<file path="src/rtl/snd_pkg.sv">
// snd_pkg: shared constants, enums and LFSR helper for the snd_synth tone generator.
package snd_pkg;

   localparam logic [1:0] SND_FREQ  = 2'd0;
   localparam logic [1:0] SND_SHAPE = 2'd1;
   localparam logic [1:0] SND_DUTY  = 2'd2;
   localparam logic [1:0] SND_CTRL  = 2'd3;

   localparam int PHASE_W = 16;
   localparam int WAVE_W  = 8;
   localparam int ACC_W   = 14;
   localparam int LFSR_W  = 15;

   typedef enum logic [1:0] {
      WAVE_SQUARE = 2'd0,
      WAVE_SAW    = 2'd1,
      WAVE_TRI    = 2'd2,
      WAVE_NOISE  = 2'd3
   } wave_t;

   typedef enum logic [2:0] {
      ST_IDLE = 3'd0,
      ST_V0   = 3'd1,
      ST_V1   = 3'd2,
      ST_V2   = 3'd3,
      ST_V3   = 3'd4,
      ST_OUT  = 3'd5
   } state_t;

   // Polynomial x^15 + x^14 + 1, shifting towards the MSB.
   function automatic logic [LFSR_W-1:0] lfsr_step(input logic [LFSR_W-1:0] v);
      return {v[LFSR_W-2:0], v[14] ^ v[13]};
   endfunction

endpackage

</file>
<file path="src/rtl/snd_wavegen.sv">
// snd_wavegen: combinational 8-bit signed waveform for one voice, shared by all
// voices through the scan FSM.
module snd_wavegen
   import snd_pkg::*;
(
   input  logic [8:0]        phase_hi,
   input  logic [7:0]        duty,
   input  logic [1:0]        wave_sel,
   input  logic [7:0]        lfsr_lo,
   output logic [WAVE_W-1:0] wave
);

   logic [7:0] p;
   logic [7:0] tri_t;

   always_comb begin
      p     = phase_hi[8:1];
      tri_t = phase_hi[8] ? ~phase_hi[7:0] : phase_hi[7:0];
      wave  = '0;
      case (wave_t'(wave_sel))
         WAVE_SQUARE: wave = (p < duty) ? 8'h7F : 8'h80;
         WAVE_SAW:    wave = p ^ 8'h80;
         WAVE_TRI:    wave = tri_t ^ 8'h80;
         WAVE_NOISE:  wave = lfsr_lo;
         default:     wave = '0;
      endcase
   end

endmodule

</file>
<file path="src/rtl/snd_synth.sv">
// snd_synth: four-voice tone generator producing one mixed sample every CLK_DIV clocks.
// Macro SND_FRAME_IRQ_EN adds the FRAME_SAMPLES frame counter driving frame_irq.
module snd_synth
   import snd_pkg::*;
#(
   parameter int CLK_DIV = 1042
`ifdef SND_FRAME_IRQ_EN
   , parameter int FRAME_SAMPLES = 800
`endif
) (
   input  logic        clk,
   input  logic        resetn,
   input  logic        snd_wen,
   input  logic [1:0]  w_param,
   input  logic [1:0]  w_index,
   input  logic [15:0] w_val,
   output logic [15:0] sample,
   output logic        sample_stb,
   output logic        frame_irq
);

   localparam int DIV_W = $clog2(CLK_DIV);

   logic [DIV_W-1:0]   div_cnt;
   logic               tick;
   state_t             state, state_next;
   logic [1:0]         vidx;
   logic               vbusy;

   logic [15:0]        freq  [4];
   logic [3:0]         vol   [4];
   logic [1:0]         wsel  [4];
   logic [7:0]         duty  [4];
   logic [3:0]         en;
   logic [PHASE_W-1:0] phase [4];
   logic [LFSR_W-1:0]  lfsr  [4];

   logic [ACC_W-1:0]   acc, acc_next;
   logic [WAVE_W-1:0]  wave_cur;
   logic [11:0]        w_ext, v_ext, contrib;
   logic [PHASE_W:0]   psum;

   assign tick = (div_cnt == DIV_W'(CLK_DIV - 1));

   always_ff @(posedge clk) begin
      if (!resetn)
         div_cnt <= '0;
      else if (tick)
         div_cnt <= '0;
      else
         div_cnt <= div_cnt + DIV_W'(1);
   end

   always_ff @(posedge clk) begin
      if (!resetn)
         state <= ST_IDLE;
      else
         state <= state_next;
   end

   // IDLE waits for tick, V0..V3 each process one voice, OUT strobes the sample.
   always_comb begin
      state_next = state;
      sample_stb = 1'b0;
      vbusy      = 1'b0;
      vidx       = 2'd0;
      case (state)
         ST_IDLE: if (tick) state_next = ST_V0;
         ST_V0:   begin vbusy = 1'b1; vidx = 2'd0; state_next = ST_V1; end
         ST_V1:   begin vbusy = 1'b1; vidx = 2'd1; state_next = ST_V2; end
         ST_V2:   begin vbusy = 1'b1; vidx = 2'd2; state_next = ST_V3; end
         ST_V3:   begin vbusy = 1'b1; vidx = 2'd3; state_next = ST_OUT; end
         ST_OUT:  begin sample_stb = 1'b1; state_next = ST_IDLE; end
         default: state_next = ST_IDLE;
      endcase
   end

   snd_wavegen u_wavegen (
      .phase_hi (phase[vidx][15:7]),
      .duty     (duty[vidx]),
      .wave_sel (wsel[vidx]),
      .lfsr_lo  (lfsr[vidx][7:0]),
      .wave     (wave_cur)
   );

   // The low 12 bits of the product are the same whether read signed or unsigned.
   always_comb begin
      w_ext    = {{4{wave_cur[WAVE_W-1]}}, wave_cur};
      v_ext    = {8'd0, vol[vidx]};
      contrib  = en[vidx] ? (w_ext * v_ext) : 12'd0;
      acc_next = acc + {{(ACC_W - 12){contrib[11]}}, contrib};
      psum     = {1'b0, phase[vidx]} + {1'b0, freq[vidx]};
   end

   // snd_wen is a one-cycle strobe with no back-pressure: every write is taken
   // and becomes visible the following cycle; the scan sees pre-write values.
   always_ff @(posedge clk) begin
      if (!resetn) begin
         for (int i = 0; i < 4; i++) begin
            freq[i]  <= '0;
            vol[i]   <= '0;
            wsel[i]  <= '0;
            duty[i]  <= '0;
            phase[i] <= '0;
            lfsr[i]  <= LFSR_W'(i + 1);
         end
         en     <= '0;
         acc    <= '0;
         sample <= '0;
      end else begin
         if (vbusy && en[vidx]) begin
            phase[vidx] <= psum[PHASE_W-1:0];
            if (psum[PHASE_W])
               lfsr[vidx] <= lfsr_step(lfsr[vidx]);
         end

         if (state == ST_IDLE && tick)
            acc <= '0;
         else if (vbusy)
            acc <= acc_next;

         // Loaded as V3 completes so the value is already stable during the OUT strobe.
         if (state == ST_V3)
            sample <= {acc_next, 2'b00};

         // Placed after the phase update so a clear in the same cycle wins.
         if (snd_wen) begin
            case (w_param)
               SND_FREQ:  freq[w_index] <= w_val;
               SND_SHAPE: begin
                  vol[w_index]  <= w_val[3:0];
                  wsel[w_index] <= w_val[5:4];
               end
               SND_DUTY:  duty[w_index] <= w_val[7:0];
               SND_CTRL:  begin
                  en[w_index] <= w_val[0];
                  if (w_val[1])
                     phase[w_index] <= '0;
               end
            endcase
         end
      end
   end

`ifdef SND_FRAME_IRQ_EN
   localparam int FRM_W = (FRAME_SAMPLES > 1) ? $clog2(FRAME_SAMPLES) : 1;

   logic [FRM_W-1:0] frame_cnt;
   logic             frame_last;

   assign frame_last = (frame_cnt == FRM_W'(FRAME_SAMPLES - 1));
   assign frame_irq  = sample_stb && frame_last;

   always_ff @(posedge clk) begin
      if (!resetn)
         frame_cnt <= '0;
      else if (sample_stb)
         frame_cnt <= frame_last ? '0 : frame_cnt + FRM_W'(1);
   end
`else
   assign frame_irq = 1'b0;
`endif

endmodule

</file>
<file path="config.mk">
export PLATFORM = sky130hd
export DESIGN_NAME = snd_synth
export DESIGN_NICKNAME = d
export VERILOG_FILES = /design/src/rtl/snd_pkg.sv /design/src/rtl/snd_wavegen.sv /design/src/rtl/snd_synth.sv
export SDC_FILE = /design/constraint.sdc
export NUM_CORES = 1
export LEC_CHECK = 0
export CELL_PAD_IN_SITES_DETAIL_PLACEMENT = 1
export CELL_PAD_IN_SITES_GLOBAL_PLACEMENT = 2
export CORE_UTILIZATION = 40
export CTS_CLUSTER_DIAMETER = 30
export DETAILED_ROUTE_END_ITERATION = 8
export PLACE_DENSITY = 0.83
export SLEW_MARGIN = 20
export SYNTH_ARGS = -nofsm -noshare
export SYNTH_HDL_FRONTEND = slang
export SYNTH_SLANG_ARGS = --single-unit
</file>
<file path="constraint.sdc">
create_clock -name clk -period 8.95 [get_ports clk]
set_input_delay 1.79 -clock clk [delete_from_list [all_inputs] [get_ports clk]]
set_output_delay 1.79 -clock clk [all_outputs]
set_load 0.05 [all_outputs]
</file>
==> results_dict.tcl <==
set metrics [dict create \
    power_density_mw_per_mm2 236.0 \
    timing.final.crit_period_ns 8.285 \
    fmax_ghz 0.1207 \
    clockPowerShare 0.614 \
    tightest_slew_ns 1.106 \
    dieArea_mm2 0.04105 \
    fin_crit_sh 0.9257 \
    grt_antenna_before_repair 0 \
    p_comb_frac 0.067 \
    start_kind "flip-flop" \
    rr_startpoint "state[0]$_SDFFE_PN0P_" \
    status "finished, final reports clean" \
    power_switching_share 0.2302 \
    routed_wl_mm 51.57 \
    crit_path_max_incr_delay_ns 0.73 \
    crit_start "state[0]$_SDFFE_PN0P_" \
    tritoncts "done" \
    synth_warnings 0 \
    cts_buffers 76 \
    top_usage_layer "met2" \
    yosysSeqAreaShare 0.4726 \
    use_met2 0.4380 \
    fp-row-count 73 \
    ant_nets 0 \
    hold_depth 2 \
    grt_start_max_net_pins 61 \
    slew-limit-headroom 0.2599 \
    drt_iter0_markers 651 \
    synthDistinctLibCells 71 \
    grt_pass1_wl_mm 80.13 \
    grtUsageMet1 0.3065 \
    syn-cell-area_mm2 0.01610 \
    viasPerCell 5.601 \
    die_h_um 202.6 \
    clkTransAtPathRegs_ns 0.05 \
    skew_ns 0.01714 \
    criticalPathCategory "flip-flop to flip-flop" \
    synth_edf_count 180 \
    rr_endpoint "acc[13]$_SDFFE_PP0N_" \
    use_met3 0.04559 \
    p_switching_mw 1.072 \
    critPathMaxFanout 28 \
    nets 1926 \
    path_delay_family "compound AO/OA/AOI/OAI gates" \
    cts_setup_buffers 0 \
    reg2reg_slack_ns 0.67 \
    synth-seq-cells 290 \
    dr.pass1.iters 5 \
    arrival_ns 8.79 \
    vias 13520 \
    clk-insertion-delay-late_ns 0.59 \
    slowest_stage "or2_2" \
    min_path_type "flip-flop to flip-flop" \
    drive_gt1_frac 0.1075 \
    cp-endpoint "acc[13]$_SDFFE_PP0N_" \
    slew_viol_final 0 \
    htreeDepth 3 \
    clockBufferDepth 3 \
    p_int_mw 3.585 \
    initial_utilization 0.4052 \
    rsz0062_at_grt "false" \
    critPathBufInv 2 \
    finalInstanceArea_mm2 0.01973 \
    cts.sinks 290 \
    hold_viol 0 \
    async_reset_ff_frac 0 \
    max-vdd-ir-drop_v 0.0001414 \
    synth_flop_cell "edfxtp_1" \
    cp_data_required_time_ns 9.45 \
    place_area_mm2 0.01703 \
    seqPwrFrac 0.318 \
    wl_per_cell_um 21.36 \
    coreArea_mm2 0.03973 \
    die_w_um 202.6 \
    diodes 0 \
    syn_inst 1772 \
    holdBufCountCts 0 \
    root_buffer "clkbuf_16" \
    grt_util_all_layers 0.2534 \
    io_buffer_count 37 \
    power.leakage_nw 7.655 \
    crit_path_frequent_cell "ha_1" \
    grt_pass1_vias 14360 \
    gr-total-overflow 0 \
    finalSetupTns_ns 0 \
    place_congestion 0.8459 \
    dp_hpwl_mm 34.69 \
    end_kind "flip-flop" \
    avgSynthCellArea_um2 9.085 \
    cts.repair.resized 0 \
    finalSetupViolCount 0 \
    drc 0 \
    reg2reg_depth 31 \
    area_delta_synth_final_pct 22.57 \
    crit_cells 31 \
    ios 41 \
    fillers 4442 \
    drv_cap 0 \
]
## worst min-delay path: stages, from the launching register on
cell	delay, ns
dfxtp_1	0.30
nand2_1	0.05
a21oi_1	0.05
## layout make-up
cell class / count / area, um2 / area share
multi-input combinational: 1290 / 7750 / 0.3928
sequential: 290 / 7619 / 0.3861
clock buffer: 95 / 1993 / 0.1010
timing repair buffer: 81 / 695.7 / 0.03526
clock inverter: 46 / 690.7 / 0.03500
tap: 525 / 656.9 / 0.03329
inverter: 87 / 326.6 / 0.01655
## layout by cell type (no fill, tap or decap), types with 12 or more instances in the layout
master / instances
nor2_1: 324
a31oi_1: 16
nand3_1: 36
nor3_1: 28
buf_4: 44
a21o_1: 16
o211ai_1: 22
clkbuf_1: 17
or3_1: 24
nand2_1: 245
fa_1: 18
bufinv_16: 15
inv_1: 86
xor2_1: 23
a211oi_1: 44
ha_1: 59
edfxtp_1: 180
xnor2_1: 26
clkbuf_16: 76
dfxtp_1: 107
a21oi_1: 119
clkdlybuf4s50_1: 36
o21ai_0: 48
or2_2: 14
a22oi_1: 24
mux2i_1: 65
clkinv_2: 12
## stage by stage
step | power [mW] | hold slack, ns | utilization | instances | setup slack [ns]
4_1_cts | 4.698 | 0.4577 | 0.4961 | 2414 | 0.7042
3_5_place_dp | 1.820 | 0.4515 | 0.4286 | 2273 | 0.7043
5_1_grt | 4.796 | 0.4727 | 0.4966 | 2414 | 0.05602
6_report | 4.656 | 0.4530 | 0.4966 | 2414 | 0.6652
3_3_place_gp | 1.808 | 0.4436 | 0.4286 | 2273 | 1.011
2_1_floorplan | 1.716 | 0.4321 | - | 1774 | 0.8785
## power groups by stage
| stage | clock (mW) | sequential, mW | combinational, mW |
|---|---|---|---|
| after detailed placement | 0 | 1.50 | 0.316 |
| after global placement | 0 | 1.50 | 0.307 |
| after CTS | 2.90 | 1.48 | 0.317 |
| after floorplan | 0 | 1.50 | 0.217 |
| after global routing | 2.96 | 1.49 | 0.350 |
| final | 2.86 | 1.48 | 0.314 |
## cell families after synthesis
kind of cell / Yosys count / synth area share
and+or+nand+nor: 728 / 0.1910
AOI/OAI and AO/OA: 362 / 0.1449
DFF: 290 / 0.4726
buffers and inverters: 194 / 0.05052
adders and majority gates: 77 / 0.06824
muxes: 70 / 0.04438
xor gates and xnor gates: 50 / 0.02814
other: 1 / 0.0002329
## registers in the layout (all words and copies together), names as in the netlist
name,count
phase,64
div_cnt,11
en,4
duty,32
state,3
wsel,8
vol,16
freq,64
sample,14
acc,14
lfsr,60
## worst min-delay path by stage
stage,start,endpoint,slack [ns]
CTS,phase[3][6]$_SDFFE_PP0P_,phase[3][6]$_SDFFE_PP0P_,0.46
global placement,phase[3][0]$_SDFFE_PP0P_,phase[3][0]$_SDFFE_PP0P_,0.44
finish,sample[8]$_SDFFE_PN0N_,sample[8]$_SDFFE_PN0N_,0.45
global route,sample[3]$_SDFFE_PN0N_,sample[3]$_SDFFE_PN0N_,0.47
detailed placement,phase[3][6]$_SDFFE_PP0P_,phase[3][6]$_SDFFE_PP0P_,0.45
floorplan,phase[3][8]$_SDFFE_PP0P_,phase[3][8]$_SDFFE_PP0P_,0.43
## Yosys cell counts, types with 8 or more instances
cell type,n,area (um2)
a211oi_1,47,352.8
a21o_1,16,120.1
a21oi_1,120,600.6
a22oi_1,24,180.2
a31oi_1,16,100.1
buf_1,21,78.83
buf_2,13,65.06
clkbuf_1,63,236.5
dfxtp_1,110,2202
edfxtp_1,180,5405
fa_1,18,360.4
ha_1,59,738.2
inv_1,87,326.6
mux2i_1,65,650.6
nand2_1,245,919.6
nand2b_1,8,50.05
nand3_1,36,180.2
nor2_1,325,1220
nor2b_1,8,50.05
nor3_1,29,145.1
o211ai_1,22,165.2
o21a_1,8,60.06
o21ai_0,56,280.3
or2_2,13,81.33
or3_1,24,150.1
xnor2_1,26,227.7
xor2_1,23,201.4
## metal layers
metal / routed length (um) / share of wire / vias to the layer above
met4: 1705 / 0.033 / 0
met1: 22160 / 0.43 / 6775
met5: 0 / 0 / -
met2: 25400 / 0.49 / 300
li1: - / - / 6338
met3: 2307 / 0.045 / 109
Note: power is estimated with default switching activity, not from simulation.
